===== src/rtl/axil_pkg.sv =====
// Shared AXI-Lite write-channel definitions: FSM states, response codes and
// address/data/strobe widths used by sw_channel and strb_merge.
package axil_pkg;

  localparam int ADDR_W = 8;
  localparam int DATA_W = 32;
  localparam int STRB_W = DATA_W / 8;

  localparam logic [1:0] RESP_OKAY   = 2'b00;
  localparam logic [1:0] RESP_SLVERR = 2'b10;

  typedef enum logic [2:0] {
    ST_IDLE,
    ST_HAVE_ADDR,
    ST_HAVE_DATA,
    ST_WRITE,
    ST_RESP
  } axil_state_e;

endpackage


===== src/rtl/sw_channel_strb_merge.sv =====
// Byte-strobe merge: each byte of the result comes from the new word when its
// strobe is set, otherwise from the old word. Purely combinational.
module strb_merge
  import axil_pkg::*;
(
  input  logic [DATA_W-1:0] old_word_i,
  input  logic [DATA_W-1:0] new_word_i,
  input  logic [STRB_W-1:0] strb_i,
  output logic [DATA_W-1:0] merged_o
);

  for (genvar gi = 0; gi < STRB_W; gi++) begin : g_byte
    assign merged_o[8*gi +: 8] = strb_i[gi] ? new_word_i[8*gi +: 8]
                                            : old_word_i[8*gi +: 8];
  end

endmodule


===== src/rtl/sw_channel.sv =====
// AXI-Lite write-only slave into a flop-based register file, one transaction
// outstanding. Define SW_CHANNEL_ADDR_CHECK_EN to reject out-of-range/unaligned writes.
module sw_channel
  import axil_pkg::*;
#(
  parameter int                NREGS   = 16,
  parameter logic [DATA_W-1:0] RST_VAL = 32'h0000_0000
) (
  input  logic                         clk,
  input  logic                         reset,
  input  logic [ADDR_W-1:0]            awaddr,
  input  logic                         awvalid,
  output logic                         awready,
  input  logic [DATA_W-1:0]            wdata,
  input  logic [STRB_W-1:0]            wstrb,
  input  logic                         wvalid,
  output logic                         wready,
  output logic [1:0]                   bresp,
  output logic                         bvalid,
  input  logic                         bready,
  output logic [NREGS-1:0][DATA_W-1:0] regs,
  output logic                         wr_pulse,
  output logic [3:0]                   wr_index
);

  localparam int IDX_W = (NREGS > 1) ? $clog2(NREGS) : 1;

  axil_state_e       state_q, state_d;
  logic              ready_en_q;
  logic [ADDR_W-1:0] addr_q;
  logic [DATA_W-1:0] data_q;
  logic [STRB_W-1:0] strb_q;
  logic [DATA_W-1:0] regs_q [NREGS];
  logic              wr_pulse_q;
  logic [3:0]        wr_index_q;
  logic [1:0]        bresp_q;

  logic              aw_hs, w_hs;
  logic [IDX_W-1:0]  idx;
  logic              addr_ok;
  logic              commit;
  logic [DATA_W-1:0] merged;

  assign aw_hs = awvalid && awready;
  assign w_hs  = wvalid && wready;
  assign idx   = addr_q[IDX_W+1:2];

`ifdef SW_CHANNEL_ADDR_CHECK_EN
  assign addr_ok = (int'(addr_q[ADDR_W-1:2]) < NREGS) && (addr_q[1:0] == 2'b00);
`else
  assign addr_ok = 1'b1;
`endif

  assign commit = (state_q == ST_WRITE) && addr_ok;

  // Ready outputs stay low until the first clock edge after reset release.
  always_ff @(posedge clk or posedge reset) begin
    if (reset) ready_en_q <= 1'b0;
    else       ready_en_q <= 1'b1;
  end

  always_ff @(posedge clk or posedge reset) begin
    if (reset) state_q <= ST_IDLE;
    else       state_q <= state_d;
  end

  always_comb begin
    state_d = state_q;
    unique case (state_q)
      ST_IDLE: begin
        if (aw_hs && w_hs) state_d = ST_WRITE;
        else if (aw_hs)    state_d = ST_HAVE_ADDR;
        else if (w_hs)     state_d = ST_HAVE_DATA;
      end
      ST_HAVE_ADDR: if (w_hs)   state_d = ST_WRITE;
      ST_HAVE_DATA: if (aw_hs)  state_d = ST_WRITE;
      ST_WRITE:                 state_d = ST_RESP;
      ST_RESP:      if (bready) state_d = ST_IDLE;
      default:                  state_d = ST_IDLE;
    endcase
  end

  always_comb begin
    awready = 1'b0;
    wready  = 1'b0;
    bvalid  = 1'b0;
    unique case (state_q)
      ST_IDLE: begin
        awready = ready_en_q;
        wready  = ready_en_q;
      end
      ST_HAVE_ADDR: wready  = ready_en_q;
      ST_HAVE_DATA: awready = ready_en_q;
      ST_RESP:      bvalid  = 1'b1;
      default: ;
    endcase
  end

  always_ff @(posedge clk or posedge reset) begin
    if (reset) begin
      addr_q <= '0;
      data_q <= '0;
      strb_q <= '0;
    end else begin
      if (aw_hs) addr_q <= awaddr;
      if (w_hs) begin
        data_q <= wdata;
        strb_q <= wstrb;
      end
    end
  end

  strb_merge u_merge (
    .old_word_i (regs_q[idx]),
    .new_word_i (data_q),
    .strb_i     (strb_q),
    .merged_o   (merged)
  );

  for (genvar gi = 0; gi < NREGS; gi++) begin : g_reg
    always_ff @(posedge clk or posedge reset) begin
      if (reset)                               regs_q[gi] <= RST_VAL;
      else if (commit && (idx == IDX_W'(gi))) regs_q[gi] <= merged;
    end
    assign regs[gi] = regs_q[gi];
  end

  // Pulse, index and response are captured at the end of WRITE so they line
  // up with the first RESP cycle.
  always_ff @(posedge clk or posedge reset) begin
    if (reset) begin
      wr_pulse_q <= 1'b0;
      wr_index_q <= '0;
      bresp_q    <= RESP_OKAY;
    end else begin
      wr_pulse_q <= commit;
      if (commit) wr_index_q <= 4'(idx);
      if (state_q == ST_WRITE) bresp_q <= addr_ok ? RESP_OKAY : RESP_SLVERR;
    end
  end

  assign wr_pulse = wr_pulse_q;
  assign wr_index = wr_index_q;
  assign bresp    = bresp_q;

endmodule


===== config.mk =====
export PLATFORM = sky130hd
export DESIGN_NAME = sw_channel
export DESIGN_NICKNAME = d
export VERILOG_FILES = /design/src/rtl/axil_pkg.sv /design/src/rtl/sw_channel_strb_merge.sv /design/src/rtl/sw_channel.sv
export SDC_FILE = /design/constraint.sdc
export NUM_CORES = 1
export LEC_CHECK = 0
export ABC_AREA = 1
export BUFFER_PORTS_ARGS = -buffer_cell sky130_fd_sc_hd__buf_4
export CAP_MARGIN = 20
export CORE_MARGIN = 8
export CORE_UTILIZATION = 45
export CTS_BUF_LIST = sky130_fd_sc_hd__clkbuf_2
export DETAILED_ROUTE_END_ITERATION = 16
export GPL_ROUTABILITY_DRIVEN = 0
export PLACE_DENSITY_LB_ADDON = 0.3
export SYNTH_ARGS = -nofsm -noshare
export SYNTH_HDL_FRONTEND = slang
export SYNTH_HIERARCHICAL = 1
export SYNTH_SLANG_ARGS = --single-unit

===== constraint.sdc =====
create_clock -name clk -period 46.1 [get_ports clk]
set_clock_uncertainty 0.2 [all_clocks]
set_input_delay 2.305 -clock clk [delete_from_list [all_inputs] [get_ports clk]]
set_output_delay 2.305 -clock clk [all_outputs]
set_load 0.05 [all_outputs]

==> impl_metrics.py <==
metrics = {
    "timing": {
        "layout_setup_ws_ns": 41.25,
        "hold-worst-slack_ns": 0.299,
        "finalCritPeriodShare_pct": 10.5,
        "clock.fmax_ghz": 0.206,
        "fin_tns_setup_ns": 0,
        "finalCriticalPeriod_ns": 4.85,
        "drv_slew": 0,
        "final_hold_viol_count": 0,
        "setup_viol": 0,
        "worst_pin_slew_ns": 1.10,
        "rsz0062_at_grt": "no",
        "worst_slew_margin_rel_pct": 26.6,
    },
    "die": {
        "die-area_mm2": 0.0667,
        "start_util_pct": 45.1,
        "num_rows": 89,
        "dieWidth_um": 258,
        "core_mm2": 0.0586,
        "die_h_um": 258,
        "num_io_pins": 571,
    },
    "worst_setup_path": {
        "crit_start": "addr_q[2]$_DFFE_PP0P_",
        "worstRegToRegCells": 15,
        "critPathKind": "flip-flop to flip-flop",
        "cp-endpoint": "regs[436]$_DFFE_PP0P_",
        "cp-end-kind": "flip-flop",
        "worstPathRequired_ns": 47.00,
        "path_max_fanout": 116,
        "cp_data_arrival_time_ns": 5.76,
        "rr_startpoint": "addr_q[2]$_DFFE_PP0P_",
        "regToRegEndpoint": "regs[436]$_DFFE_PP0P_",
        "cp-start-kind": "flip-flop",
        "r2r_slack_ns": 41.25,
    },
    "clock_network": {
        "h-tree-depth": 4,
        "cts_setup_buffers": 0,
        "ctsResizeCount": 0,
        "cts-hold-fix-buffers": 0,
        "cts_tree": "done",
        "numCtsBuffers": 155,
        "clk_latency_ns": 1.28,
        "cts_buffer_depth": 3,
        "clk_pin_slew_ns": 0.10,
        "cts.sinks": 561,
        "root_buffer": "clkbuf_2",
    },
    "logic_synthesis": {
        "yosysTopAreaCell": "dfrtp_1",
        "yosysTopAreaCellShare_pct": 53.1,
        "synth_edf_count": 0,
        "async_reset_ff_share_pct": 100,
        "netlist_area_mm2": 0.0264,
        "ys_warn_count": 6,
        "synthFlopType": "dfrtp_1",
        "netlist_top_cells_area": "dfrtp_1 (53%), nand2_1 (28%), o21ai_0 (10%)",
        "synthCells": 3509,
        "synth_area_per_cell_um2": 7.53,
        "yosysUniqueCellTypes": 27,
        "ys_seq_area_share_pct": 53.1,
        "synth-seq-cells": 561,
    },
    "detailed_routing": {
        "ant_nets": 0,
        "viasPerCell": 5.23,
        "drc_errors": 0,
        "wire_per_inst_um": 21.5,
        "wirelength_um": 105000,
        "vias": 25677,
        "first_iter_violations": 2029,
        "dr.pass1.iters": 8,
    },
    "pwr": {
        "p_per_area_mw_per_mm2": 70.9,
        "peakVddDrop_v": 0.0000393,
        "p_leak_uw": 0.0176,
        "total_power_uw": 2280,
    },
    "min_path": {
        "hold_class": "flip-flop to flip-flop",
    },
    "final_layout": {
        "syn_to_final_growth_pct": 21.8,
        "final_cells": 4909,
        "final_nets": 4071,
        "drive_gt1_share_pct": 21.8,
    },
    "global_route": {
        "antenna_found_initial": 13,
        "grt_start_max_net_pins": 155,
        "grt_pass1_wl_um": 155000,
        "grtUsageTotal_pct": 30.8,
        "grt_overflow_total": 0,
        "first_global_vias": 24515,
    },
    "outcome": {
        "status": "completed",
    },
    "place": {
        "port_buffers": 564,
        "dp_hpwl_um": 73000,
        "place_inst": 4637,
        "dpl_worst_slack_ns": 40.33,
    },
    "flow_run": {
        "cap_viol_max_count": 0,
    },
}
[power by group]
group	total [uW]	leakage, uW	internal [uW]	switching (uW)
clock	356	0.00103	141	215
sequential	747	0.00762	619	128
combinational	1180	0.00892	267	912
total	2280	0.0176	1030	1250
[metal layers]
| metal | vias to the layer above | GRT usage (%) | wire, um |
|---|---|---|---|
| li1 | 12024 | - | - |
| met2 | 1139 | 52.7 | 52700 |
| met4 | 2 | 18.1 | 5910 |
| met1 | 12250 | 34.1 | 37500 |
| met5 | - | 0 | 20 |
| met3 | 262 | 8.54 | 9200 |
[how the worst min path moves through the flow]
stage / start / to / slack (ns) / depth (start not counted)
final: wr_index[3]$_DFFE_PP0P_ / wr_index[3]$_DFFE_PP0P_ / 0.30 / 2
after global routing: data_q[17]$_DFFE_PP0P_ / data_q[17]$_DFFE_PP0P_ / 0.32 / 1
after CTS: wr_index[3]$_DFFE_PP0P_ / wr_index[3]$_DFFE_PP0P_ / 0.30 / 2
after detailed placement: wr_index[3]$_DFFE_PP0P_ / wr_index[3]$_DFFE_PP0P_ / 0.28 / 2
after global placement: wr_index[0]$_DFFE_PP0P_ / wr_index[0]$_DFFE_PP0P_ / 0.27 / 2
after floorplan: data_q[22]$_DFFE_PP0P_ / data_q[22]$_DFFE_PP0P_ / 0.28 / 1
[cell usage after synthesis, types with 2 or more instances]
cell	number
inv_1	136
buf_6	4
mux2_2	36
buf_1	7
nand3_1	6
buf_4	16
clkbuf_1	120
buf_2	91
conb_1	2
dfrtp_1	561
nand2_1	1938
nor3_4	2
o21ai_1	22
nand4_2	8
o21ai_0	531
nor2_1	5
inv_2	8
nand2_2	7
[layout make-up]
cell class | count | area, um^2
Antenna cell | 12 | 30.0
Tap cell | 773 | 967
Clock inverter | 33 | 195
Sequential cell | 561 | 14000
Timing Repair Buffer | 593 | 4480
Inverter | 145 | 566
Multi-Input combinational cell | 2566 | 10800
Fill cell | 5724 | 26400
Clock buffer | 226 | 1130
[metrics by stage]
stage          utilization, %  instance area, um^2
3_5_place_dp             52.6                30800
2_1_floorplan               -                26400
3_3_place_gp             52.6                30800
5_1_grt                  55.0                32200
4_1_cts                  54.9                32100
6_report                 55.0                32200
[state kept, by name (all words and copies together), names as in the netlist]
name,cells
wr_pulse,1
strb_q,4
ready_en_q,1
regs,512
addr_q,4
wr_index,4
state_q,3
data_q,32
[cells in the final DEF (no fill, tap or decap), types with 3 or more instances in the layout]
| master | n |
|---|---|
| nor2_1 | 5 |
| conb_1 | 3 |
| diode_2 | 12 |
| inv_1 | 134 |
| nand2_1 | 1938 |
| nand3_1 | 5 |
| nand4_4 | 3 |
| mux2_2 | 36 |
| inv_2 | 12 |
| o21ai_0 | 531 |
| o21ai_1 | 22 |
| buf_4 | 591 |
| clkbuf_2 | 226 |
| nand4_2 | 5 |
| dfrtp_1 | 559 |
| clkinv_1 | 21 |
| nand2_2 | 7 |
[cells by family (layout without fill, tap and decap cells)]
logic type	count (synthesis)	in the layout	share of synthesized area [%]
AO/OA/AOI/OAI	555	555	10.5
flip-flops	561	561	53.1
AND/OR/NAND/NOR	1972	1972	28.6
buffers and inverters	383	997	6.22
multiplexers	36	36	1.53
other	2	15	0.0284
[critical path, cell delays in order (launching register included)]
cell and delay, ns:
dfrtp_4 0.74, inv_8 0.67, buf_4 0.74, buf_4 0.61, nand2_1 0.12, nand2_1 0.09, nand2_1 0.05, nand2_1 0.22
nand2_1 0.08, nand2_1 0.08, inv_1 0.04, nand2_1 0.05, nand2_1 0.05, nand2_1 0.17, inv_1 0.33, o21ai_0 0.27
Power figures use the tool's default switching activity.
